[src/rtl/pipe_pkg.sv]
// pipe_pkg: shared state encoding and widths for pipe_stage_reg
package pipe_pkg;

    localparam int PIPE_CNT_W = 2;

    typedef enum logic [1:0] {ST_EMPTY, ST_ONE, ST_TWO} pipe_state_t;

    function automatic logic [PIPE_CNT_W-1:0] state_count(input pipe_state_t s);
        return (s == ST_TWO) ? 2'd2 : (s == ST_ONE) ? 2'd1 : 2'd0;
    endfunction

endpackage

[src/rtl/pipe_stage_reg.sv]
// pipe_stage_reg: valid/ready pipeline stage register with optional skid entry, flush and occupancy
//   clk, rst_n (async, active-low), flush (sync bubble insert)
//   in_valid/in_ready/in_ctrl/in_data   : upstream handshake and fields
//   out_valid/out_ready/out_ctrl/out_data: downstream handshake and fields
//   count                                 : entries held (0..2)
module pipe_stage_reg
    import pipe_pkg::*;
#(
    parameter int CTRL_W = 16,
    parameter int DATA_W = 128,
    parameter int SKID   = 1
) (
    input  logic                  clk,
    input  logic                  rst_n,
    input  logic                  flush,
    input  logic                  in_valid,
    output logic                  in_ready,
    input  logic [CTRL_W-1:0]     in_ctrl,
    input  logic [DATA_W-1:0]     in_data,
    output logic                  out_valid,
    input  logic                  out_ready,
    output logic [CTRL_W-1:0]     out_ctrl,
    output logic [DATA_W-1:0]     out_data,
    output logic [PIPE_CNT_W-1:0] count
);

    pipe_state_t       r_state;
    logic [CTRL_W-1:0] r_main_ctrl;
    logic [DATA_W-1:0] r_main_data;
    logic              w_in_ready;
    logic              w_out_valid;
    logic              w_in_fire;
    logic              w_out_fire;

    assign w_out_valid = (r_state != ST_EMPTY);
    assign w_in_fire   = in_valid & w_in_ready;
    assign w_out_fire  = w_out_valid & out_ready;
    assign in_ready    = w_in_ready;
    assign out_valid   = w_out_valid;
    assign out_ctrl    = r_main_ctrl;
    assign out_data    = r_main_data;
    assign count       = state_count(r_state);

    generate
        if (SKID != 0) begin : g_skid
            logic [CTRL_W-1:0] r_skid_ctrl;
            logic [DATA_W-1:0] r_skid_data;
            logic              r_in_ready;
            assign w_in_ready = r_in_ready;
            // in_ready is registered: it is low exactly while both entries are full
            always_ff @(posedge clk or negedge rst_n) begin
                if (!rst_n) begin
                    r_state     <= ST_EMPTY;
                    r_main_ctrl <= '0;
                    r_main_data <= '0;
                    r_skid_ctrl <= '0;
                    r_skid_data <= '0;
                    r_in_ready  <= 1'b1;
                end else if (flush) begin
                    r_state     <= ST_EMPTY;
                    r_main_ctrl <= '0;
                    r_in_ready  <= 1'b1;
                end else begin
                    case (r_state)
                        ST_EMPTY: begin
                            if (w_in_fire) begin
                                r_state     <= ST_ONE;
                                r_main_ctrl <= in_ctrl;
                                r_main_data <= in_data;
                            end
                        end
                        ST_ONE: begin
                            if (w_in_fire && w_out_fire) begin
                                r_main_ctrl <= in_ctrl;
                                r_main_data <= in_data;
                            end else if (w_in_fire) begin
                                r_state     <= ST_TWO;
                                r_skid_ctrl <= in_ctrl;
                                r_skid_data <= in_data;
                                r_in_ready  <= 1'b0;
                            end else if (w_out_fire) begin
                                r_state     <= ST_EMPTY;
                                r_main_ctrl <= '0;
                            end
                        end
                        ST_TWO: begin
                            if (w_out_fire) begin
                                r_state     <= ST_ONE;
                                r_main_ctrl <= r_skid_ctrl;
                                r_main_data <= r_skid_data;
                                r_in_ready  <= 1'b1;
                            end
                        end
                        default: begin
                            r_state     <= ST_EMPTY;
                            r_main_ctrl <= '0;
                            r_in_ready  <= 1'b1;
                        end
                    endcase
                end
            end
        end else begin : g_noskid
            assign w_in_ready = !w_out_valid | out_ready;
            // an in_fire while full implies out_fire, so it simply reloads main
            always_ff @(posedge clk or negedge rst_n) begin
                if (!rst_n) begin
                    r_state     <= ST_EMPTY;
                    r_main_ctrl <= '0;
                    r_main_data <= '0;
                end else if (flush) begin
                    r_state     <= ST_EMPTY;
                    r_main_ctrl <= '0;
                end else if (w_in_fire) begin
                    r_state     <= ST_ONE;
                    r_main_ctrl <= in_ctrl;
                    r_main_data <= in_data;
                end else if (w_out_fire) begin
                    r_state     <= ST_EMPTY;
                    r_main_ctrl <= '0;
                end
            end
        end
    endgenerate

endmodule
[config.mk]
export PLATFORM = sky130hd
export DESIGN_NAME = pipe_stage_reg
export DESIGN_NICKNAME = d
export VERILOG_FILES = /design/src/rtl/pipe_pkg.sv /design/src/rtl/pipe_stage_reg.sv
export SDC_FILE = /design/constraint.sdc
export NUM_CORES = 1
export LEC_CHECK = 0
export CAP_MARGIN = 20
export CORE_MARGIN = 2
export CORE_UTILIZATION = 30
export CTS_BUF_LIST = sky130_fd_sc_hd__clkbuf_16
export DETAILED_ROUTE_END_ITERATION = 16
export DONT_BUFFER_PORTS = 1
export PLACE_DENSITY = 0.5
export SYNTH_ARGS = -nofsm -noshare
export SYNTH_HDL_FRONTEND = slang
export SYNTH_SLANG_ARGS = --single-unit
[constraint.sdc]
create_clock -name clk -period 4.75 [get_ports clk]
set_input_delay 0.475 -clock clk [delete_from_list [all_inputs] [get_ports clk]]
set_output_delay 0.475 -clock clk [all_outputs]
set_load 0.005 [all_outputs]
==> summary.txt, run 1 <==
Worst setup path
  • Crit-path max FO: 70
  • Worst Path Required: a little over 5 ns
  • Setup crit start kind: flop
  • Worst EP arrival: about 3.4 ns
  • Kind of critical path: reg -> reg
  • CP Capture Type: flop

STA
  • Shortest period the worst path allows: 3.02 ns
  • Final setup viols: 0
  • Final hold vios: 290
  • RSZ-0062 raised after global routing: no
  • Worst-Margin Slew: between 1 and 1.5 ns
  • WHS: -0.347 ns
  • Max Slew Vio Count: 0
  • Final worst-path cycle share: about 64%
  • Peak Freq: about 330 MHz
  • Final setup TNS: 0 ns
  • Slew headroom: a little under a third
  • Clock Skews: 0.00946 ns

Pwr
  • Sw Pwr: roughly 1.9 mW
  • Power per cell area: a little over 500 nW/um^2
  • Net Sw Frac: 26.0%
  • Peak VDD IR: between 0.3 and 0.4 mV
  • Clock share of power: 35.6%
  • Comb pwr share: 13.2%
  • Leak Pwr: 5.83 nW
  • Int Power: 5.28 mW
  • Reg power frac: around 51%

Logic synthesis
  • Unique masters post-synth: 28
  • Mux cell area share after synthesis: around a quarter
  • Seq/Total Area, Yosys: between 50% and 60%
  • Yosys top cell area share: between 50% and 60%
  • Post-synthesis net count: between 1000 and 1500
  • Avg Inst Size Synth: ~13 um^2
  • Most numerous cell in the Yosys netlist: dfrtp_1
  • Synthesized cell area: ~12000 um^2
  • Synth warn: 0
  • Synth area leaders: dfrtp_1 58%, mux2i_1 12%, mux2_2 8.6%, mux2_4 5.9%, a21oi_1 5.3%
  • Adder-Cell Fraction of Synth Area: 0%
  • Post-synth EDFFs: 0
  • Synth area leader: dfrtp_1
  • Post-synthesis compound-gate area fraction: between 7 and 8%
  • Post-Synth Simple-Gate Area: about 5.2%
  • Most frequent cells after synthesis: 290 x dfrtp_1, 145 x mux2i_1, 131 x a21oi_1
  • Ys flop type: dfrtp_1
  • Largest family of logic cells by synthesized area: multiplexers
  • Seq cells post-synth: just under 300
  • Synth Instances: 980
  • Ys async rst share: 100%
  • XOR/XNOR Fraction of Synth Area: 0%

Route
  • Via density per instance: 4.78
  • Antenna violation net count after detailed routing: 0
  • 1st-iter DRT viols: 279
  • Routed length per placed instance: about 19 um
  • Post-Route WL: between 20000 and 30000 um
  • Via count: between 7000 and 8000
  • Pre-antenna DRT Iters: 4
  • DRC: 0

Floorplan
  • Die Width: 208 um
  • Core area: around 41000 um^2
  • I/O Pins: slightly below 300
  • Chip height: about 210 um
  • DIE AREA: ~43000 um^2
  • Initial core utilization: between 30% and 40%
  • FP Rows: 74

CTS
  • Post-CTS Setup Inserts: 0
  • CTS tree: yes
  • Clk_lat worst skew: 0.52 ns
  • Hold_buf cts: 1
  • Root buf cell: clkbuf_16
  • H-Tree Depth: 2
  • CTS clk-pin slew, worst paths: roughly 0.060 ns
  • Max Root-Sink Buffers: 3
  • CTS resizes: 0
  • Clk sink count: slightly below 300
  • CTS buffer count: 35

Outcome
  • Failing checks: negative hold slack
  • Outcome: finished with violations

Global routing
  • First-pass GRT wire length: roughly 45000 um
  • Largest net degree at the start of global routing: between 200 and 300
  • Initial antenna violation count: 0
  • Overflow after GRT: 0
  • GRT Util Overall: 13.3%
  • Number of global-route vias before repair: 7424

Job
  • Max cap viols: 0

Cells and area
  • Final nets: around 1100
  • Final Cell Area: around 14000 um^2
  • Share of post-route cells with drive strength above 1: 20.5%
  • Fill cells: approximately 4100
  • Area Growth Syn to Fin: 12.2%
  • N_diodes: 0
  • Post-layout util: about a third
  • Fin cells: 1511

Placement
  • DP Area: about 13000 um^2
  • Placed cells: about 1400
  • Port bufs: 0
  • GP Congestion: about 0.71
  • HPWL after DPL: between 15000 and 20000 um

Worst hold path
  • Worst hold path class: in -> async
[kinds of logic after synthesis]
| kind of cell | after synthesis |
|---|---|
| flip-flops | 291 |
| buffers and inverters | 70 |
| AO/OA/AOI/OAI | 168 |
| AND/OR/NAND/NOR | 162 |
| multiplexers | 289 |
[power groups by stage]
stage / registers (mW) / clock network [mW] / logic (mW)
4_1_cts: 3.66 / 2.67 / 0.958
5_1_grt: 3.75 / 2.76 / 1.07
2_1_floorplan: 3.52 / 0 / 0.858
3_5_place_dp: 3.70 / 0 / 0.956
6_report: 3.65 / 2.54 / 0.942
3_3_place_gp: 3.69 / 0 / 0.915
[worst paths after layout]
check | from | to | slack, ns | cells past startpoint
worst max-delay path | r_state[0] | g_skid.r_skid_ctrl[12] | 1.73 | 4
worst min-delay path | rst_n | out_data[51] | -0.35 | 0
worst max register to register | r_state[0] | g_skid.r_skid_ctrl[12] | 1.73 | 4
worst min register to register | g_skid.r_skid_data[34] | g_skid.r_skid_data[34] | 0.50 | 1
max in group asynchronous | rst_n | g_skid.r_skid_data[123] | 4.57 | 0
min in group clk | flush | in_ready | 0.07 | 1
[registers in the layout, indices dropped and copies added, names as in the netlist]
name                flops
r_state                 2
out_data              128
g_skid.r_skid_ctrl     16
g_skid.r_skid_data    128
in_ready                1
out_ctrl               16
[stage by stage]
stage	total power, mW	setup WS, ns
5_1_grt	7.58	1.58
4_1_cts	7.29	1.71
6_report	7.13	1.73
3_3_place_gp	4.61	1.76
2_1_floorplan	4.38	2.70
3_5_place_dp	4.65	1.74
[final cells by class]
type	count	area [um^2]	area share [%]
clock inverter	24	159	1.14
multi-input combinational	619	4840	34.6
sequential	291	7280	52.0
clock buffer	37	926	6.62
timing repair buffer	8	116	0.832
tap	532	666	4.76
[cells in the final DEF (no fill, tap or decap), drive strengths merged, types with 2 or more instances in the layout]
| master | Yosys | routed |
|---|---|---|
| dfrtp | 290 | 290 |
| nand2 | 22 | 22 |
| clkinvlp | 0 | 4 |
| mux2 | 144 | 144 |
| buf | 53 | 7 |
| a21oi | 131 | 131 |
| inv | 0 | 11 |
| nor2b | 3 | 3 |
| bufinv | 0 | 2 |
| mux2i | 145 | 145 |
| clkinv | 0 | 7 |
| o21ai | 17 | 17 |
| clkbuf | 17 | 37 |
| a22o | 16 | 16 |
| nor2 | 130 | 130 |
[critical path, stage by stage, from the launching register on]
cell	delay (ns)
dfrtp_1	0.85
nor2b_4	0.33
or4b_4	0.86
buf_12	0.40
mux2_4	0.36
[per-layer routing]
| layer | global-route usage, % | share of wire (%) | up-vias |
|---|---|---|---|
| met5 | 0 | 0 | - |
| met4 | 5.53 | 3.0 | 0 |
| met3 | 6.46 | 11 | 46 |
| met2 | 20.2 | 44 | 224 |
| met1 | 16.2 | 41 | 3560 |
| li1 | - | - | 3386 |
Power figures use the tool's default switching activity.
==> run 2, diff against run 1 <==
PLACE_DENSITY = 0.51   (was 0.5)
clock period = 2.5 ns   (was 4.75 ns; I/O delays follow)
==> summary.txt, run 2 (synthesis results as in run 1) <==
Outcome
  • Outcome: finished with violations
  • Failing checks: negative hold slack

Worst setup path
  • Setup crit start kind: flop
  • Worst Path Required: 2.95 ns (-2.21 ns)
  • Worst EP arrival: 2.62 ns (-0.80 ns)
  • Crit-path leading delay family: compound AO/OA/AOI/OAI gates
  • Slowest library cell on the worst path: dfstp_2
  • CP dominant cell by count: buf_12
  • Kind of critical path: reg -> reg
  • CP Cell Sequence: nand2_1 > o41ai_2 > buf_12 > buf_12 > nor2_1 > a21oi_1
  • Buf/Inv on CP: 2 (+1)
  • Worst path max stage delay: 0.60 ns (-0.26 ns)
  • CP Capture Type: flop
  • Crit-path max FO: 61 (-13%)
  • Reg2Reg Setup Slack: 0.33 ns (-1.40 ns)

Route
  • DRC: 0 (unchanged)
  • Via density per instance: 4.73 (-1.0%)
  • Antenna violation net count after detailed routing: 0 (unchanged)
  • 1st-iter DRT viols: 384 (+38%)
  • Via count: 7907 (+9.6%)
  • Routed length per placed instance: 17.8 um (-6.9%)
  • Post-Route WL: 29800 um (+3.1%)
  • Pre-antenna DRT Iters: 4 (unchanged)

Global routing
  • Overflow after GRT: 0 (unchanged)
  • First-pass GRT wire length: 48600 um (+7.1%)
  • Initial antenna violation count: 0 (unchanged)
  • GRT Util Overall: 13.8% (+0.52 points)
  • Number of global-route vias before repair: 8351 (+12%)
  • Largest net degree at the start of global routing: 292 (unchanged)

STA
  • RSZ-0062 raised after global routing: no
  • Final setup TNS: 0 ns (unchanged)
  • Shortest period the worst path allows: 2.17 ns (-0.852 ns)
  • Clock Skews: 0.00720 ns (-0.00226 ns)
  • Worst-Margin Slew: 0.741 ns (-0.303 ns)
  • Peak Freq: 461 MHz (+39%)
  • Final worst-path cycle share: 86.7% (+23 points)
  • WHS: -0.580 ns (-0.233 ns)
  • Max Slew Vio Count: 0 (unchanged)
  • Slew headroom: 50.6% (+20 points)
  • Final hold vios: 291 (+0.34%)
  • Final setup viols: 0 (unchanged)

Placement
  • GP Congestion: 0.728 (+1.8%)
  • Port bufs: 0 (unchanged)
  • HPWL after DPL: 18500 um (+7.1%)
  • DP Area: 13100 um^2 (+1.3%)

Cells and area
  • N_diodes: 0 (unchanged)
  • Most common cell after layout, fill and taps aside: dfrtp_1
  • Commonest non-fill, non-tap cells in the layout: 290 x dfrtp_1, 147 x dlygate4sd3_1, 145 x mux2i_1
  • Fill cells: 3917 (-4.5%)
  • Final nets: 1267 (+15%)
  • Share of post-route cells with drive strength above 1: 19.3% (-1.2 points)
  • Seq. cell area: 7280 um^2 (unchanged)
  • Final Cell Area: 15600 um^2 (+12%)
  • Area Growth Syn to Fin: 25.4%
  • Multi-input logic area: 4840 um^2 (unchanged)

Worst hold path
  • Worst hold path class: in -> async

CTS
  • CTS tree: yes
  • Clk sink count: 291 (unchanged)
  • CTS clk-pin slew, worst paths: 0.06 ns (about the same)
  • Max Root-Sink Buffers: 3 (unchanged)
  • Clk_lat worst skew: 0.52 ns (about the same)
  • CTS buffer count: 35 (unchanged)
  • Hold_buf cts: 147 (+146)
  • Post-CTS Setup Inserts: 0 (unchanged)
  • Root buf cell: clkbuf_16
  • H-Tree Depth: 2 (unchanged)

Floorplan
  • I/O Pins: 297 (unchanged)
  • DIE AREA: 43200 um^2 (unchanged)
  • Initial core utilization: 30.5% (unchanged)
  • Die Width: 208 um (unchanged)
  • Core area: 40900 um^2 (unchanged)
  • FP Rows: 74 (unchanged)
  • Chip height: 208 um (unchanged)

Job
  • Max cap viols: 0 (unchanged)

Pwr
  • Leak Pwr: 6.55 nW (+12%)
  • Overall power: 14.0 mW (+96%)
  • Peak VDD IR: 0.468 mV (+56%)
  • Power per cell area: 891 nW/um^2 (+75%)
run 2: changes by cell type in the layout (fill, tap and decap cells not counted), sizes merged:
cell and delta:
buf +17, bufinv +2, clkbuf -2, clkinv +1, clkinvlp -3, dlygate4sd3 +146, inv +1
run 2: through the flow:
stage | instances | utilization, % | hold WS, ns | setup slack [ns]
after floorplan | 980 | - | -0.0456 | 0.529
after global placement | 1466 | 31.9 | -0.0378 | 0.331
after detailed placement | 1466 | 31.9 | -0.0374 | 0.313
after CTS | 1673 | 38.2 | -0.626 | 0.273
after global routing | 1673 | 38.2 | -0.626 | 0.129
final | 1673 | 38.2 | -0.580 | 0.332
run 2: power breakdown:
group	switching, mW	internal, mW	total (mW)
combinational	0.752	1.32	2.07
clock	1.98	2.96	4.94
sequential	0.901	6.04	6.94
run 2: layer usage:
layer / track usage (%) / wire length [um] / up-vias
li1: - / - / 3715
met5: 0 / 0 / -
met2: 21.3 / 13600 / 221
met1: 18.0 / 13100 / 3933
met3: 5.03 / 2450 / 38
met4: 4.67 / 641 / 0
run 2: final cells by class:
type	count	share of cell area, %
clock buffer	35	5.60
multi-input combinational	619	31.0
sequential	291	46.5
tap	532	4.25
clock inverter	25	1.46
timing repair buffer	171	11.2
run 2: repair_timing:
action / CTS / global route
hold endpoints to repair: 582 / 291
resized for setup: 0 / 0
endpoints found under the setup margin: 0 / 0
run 2: final timing paths:
path / startpoint / end / cells after the start
worst max register to register: in_ready / out_data[61] / 6
worst min register to register: g_skid.r_skid_data[38] / g_skid.r_skid_data[38] / 1
worst max-delay path: in_ready / out_data[61] / 6
worst min-delay path: rst_n / g_skid.r_skid_data[40] / 0
max in group asynchronous: rst_n / g_skid.r_skid_data[110] / 0
min in group clk: in_ctrl[6] / out_ctrl[6] / 3
==> run 3, diff against run 2 <==
PLACE_DENSITY = 0.5   (was 0.51)
clock period = 2.33 ns   (was 2.5 ns; I/O delays follow)
==> summary.txt, run 3 (synthesis results as in run 1) <==
Route
  • Via count: 7922 (+0.19%)
  • Antenna violation net count after detailed routing: 0 (unchanged)
  • Post-Route WL: 29700 um (-0.36%)
  • Pre-antenna DRT Iters: 4 (unchanged)
  • DRC: 0 (unchanged)
  • Via density per instance: 4.74 (+0.25%)
  • 1st-iter DRT viols: 434 (+13%)
  • Routed length per placed instance: 17.8 um (-0.30%)

STA
  • Final hold vios: 291 (unchanged)
  • Max Slew Vio Count: 0 (unchanged)
  • Final setup viols: 0 (unchanged)
  • Worst-Margin Slew: 0.916 ns (+0.175 ns)
  • WHS: -0.611 ns (-0.0310 ns)
  • Slew headroom: 38.9% (-12 points)
  • Clock Skews: 0.0163 ns (+0.00909 ns)
  • Final setup TNS: 0 ns (unchanged)
  • Final worst-path cycle share: 92.3% (+5.6 points)
  • RSZ-0062 raised after global routing: no
  • Shortest period the worst path allows: 2.15 ns (-0.0164 ns)
  • Peak Freq: 465 MHz (+0.76%)

Worst setup path
  • Buf/Inv on CP: 1 (-1)
  • Kind of critical path: reg -> reg
  • Worst path max stage delay: 0.59 ns (about the same)
  • Crit-path max FO: 77 (+26%)
  • Crit-path leading delay family: simple AND/OR/NAND/NOR gates
  • Reg2reg start: in_ready
  • Setup crit start kind: flop
  • CP Capture Type: flop
  • Worst Path Required: 2.74 ns (-0.21 ns)
  • Worst EP arrival: 2.56 ns (-0.06 ns)
  • Slowest library cell on the worst path: dfstp_2
  • Reg2Reg Setup Slack: 0.18 ns (-0.15 ns)
  • CP Cell Sequence: nand2_1 > or4b_4 > buf_12 > mux2_4
  • Reg2reg end: g_skid.r_skid_data[94]
  • R2R depth: 4 (-2)

Floorplan
  • DIE AREA: 43200 um^2 (unchanged)
  • Die Width: 208 um (unchanged)
  • Chip height: 208 um (unchanged)
  • Core area: 40900 um^2 (unchanged)
  • I/O Pins: 297 (unchanged)
  • FP Rows: 74 (unchanged)
  • Initial core utilization: 30.5% (unchanged)

CTS
  • Root buf cell: clkbuf_16
  • CTS buffer count: 35 (unchanged)
  • CTS clk-pin slew, worst paths: 0.06 ns (about the same)
  • Max Root-Sink Buffers: 3 (unchanged)
  • Hold_buf cts: 148 (+0.68%)
  • H-Tree Depth: 2 (unchanged)
  • CTS tree: yes
  • Clk_lat worst skew: 0.53 ns (about the same)
  • Clk sink count: 291 (unchanged)
  • Post-CTS Setup Inserts: 0 (unchanged)

Pwr
  • Leak Pwr: 6.55 nW (about the same)
  • Peak VDD IR: 0.492 mV (+5.1%)
  • Power per cell area: 944 nW/um^2 (+5.9%)
  • Overall power: 14.7 mW (+5.7%)

Global routing
  • First-pass GRT wire length: 48100 um (-0.97%)
  • Overflow after GRT: 0 (unchanged)
  • GRT Util Overall: 13.8% (-0.035 points)
  • Largest net degree at the start of global routing: 292 (unchanged)
  • Number of global-route vias before repair: 8236 (-1.4%)
  • Initial antenna violation count: 1 (+1)

Cells and area
  • Most common cell after layout, fill and taps aside: dfrtp_1
  • Area Growth Syn to Fin: 25.1%
  • Multi-input logic area: 4840 um^2 (unchanged)
  • Final nets: 1267 (unchanged)
  • Share of post-route cells with drive strength above 1: 19.1% (-0.16 points)
  • N_diodes: 0 (unchanged)
  • Commonest non-fill, non-tap cells in the layout: 290 x dfrtp_1, 148 x dlygate4sd3_1, 145 x mux2i_1
  • Fill cells: 3949 (+0.82%)
  • Seq. cell area: 7280 um^2 (unchanged)

Placement
  • GP Congestion: 0.737 (+1.3%)
  • HPWL after DPL: 18300 um (-1.2%)
  • Port bufs: 0 (unchanged)

Outcome
  • Outcome: finished with violations
  • Failing checks: negative hold slack

Worst hold path
  • Worst hold path class: in -> async

Job
  • Max cap viols: 0 (unchanged)
-- run 3: cell count changes in the layout (fill, tap and decap cells not counted), sizes merged --
| cell | change |
|---|---|
| inv | +3 |
| clkinv | -1 |
| bufinv | -2 |
| clkinvlp | -1 |
| buf | -1 |
| dlygate4sd3 | +1 |
-- run 3: how the worst max path moves through the flow --
stage                from                endpoint  slack, ns  cells after the start
2_1_floorplan    in_ready   g_skid.r_skid_ctrl[0]       0.36                      6
3_3_place_gp     in_ready  g_skid.r_skid_data[99]       0.27                      4
6_report         in_ready  g_skid.r_skid_data[94]       0.18                      4
3_5_place_dp     in_ready  g_skid.r_skid_data[74]       0.25                      4
5_1_grt          in_ready            out_data[49]       0.07                      6
4_1_cts        r_state[0]                count[1]       0.18                      3
-- run 3: routing by layer --
| layer | track usage (%) | vias up | part of all wire (%) |
|---|---|---|---|
| met5 | 0 | - | 0.044 |
| met4 | 4.11 | 2 | 2.3 |
| met3 | 6.05 | 45 | 8.8 |
| met2 | 20.9 | 213 | 45 |
| met1 | 17.8 | 3936 | 44 |
| li1 | - | 3726 | - |
-- run 3: where the power goes --
group / internal [mW] / total, mW / switching [mW]
sequential: 6.48 / 7.44 / 0.965
combinational: 1.42 / 2.22 / 0.801
clock: 2.94 / 5.08 / 2.14
-- run 3: repair_timing --
| item | 4_1_cts | 5_1_grt |
|---|---|---|
| endpoints found under the setup margin | 0 | 0 |
| endpoints found under the hold margin | 582 | 291 |
| resized for setup | 0 | 0 |
-- run 3: cell type report --
cell class                 count  share of cell area [%]
clock inverter                24                    1.05
sequential                   291                    46.7
timing repair buffer         171                    11.4
tap                          532                    4.26
multi-input combinational    619                    31.0
clock buffer                  35                    5.61
-- run 3: stage by stage --
step	util, %	instance area, um^2	hold WS [ns]	instances	setup WS (ns)
after floorplan	-	12500	-0.0626	980	0.359
after CTS	38.1	15600	-0.651	1672	0.175
after detailed placement	32.0	13100	-0.0551	1465	0.253
final	38.1	15600	-0.611	1672	0.179
after global routing	38.1	15600	-0.651	1672	0.0707
after global placement	32.0	13100	-0.0542	1465	0.269
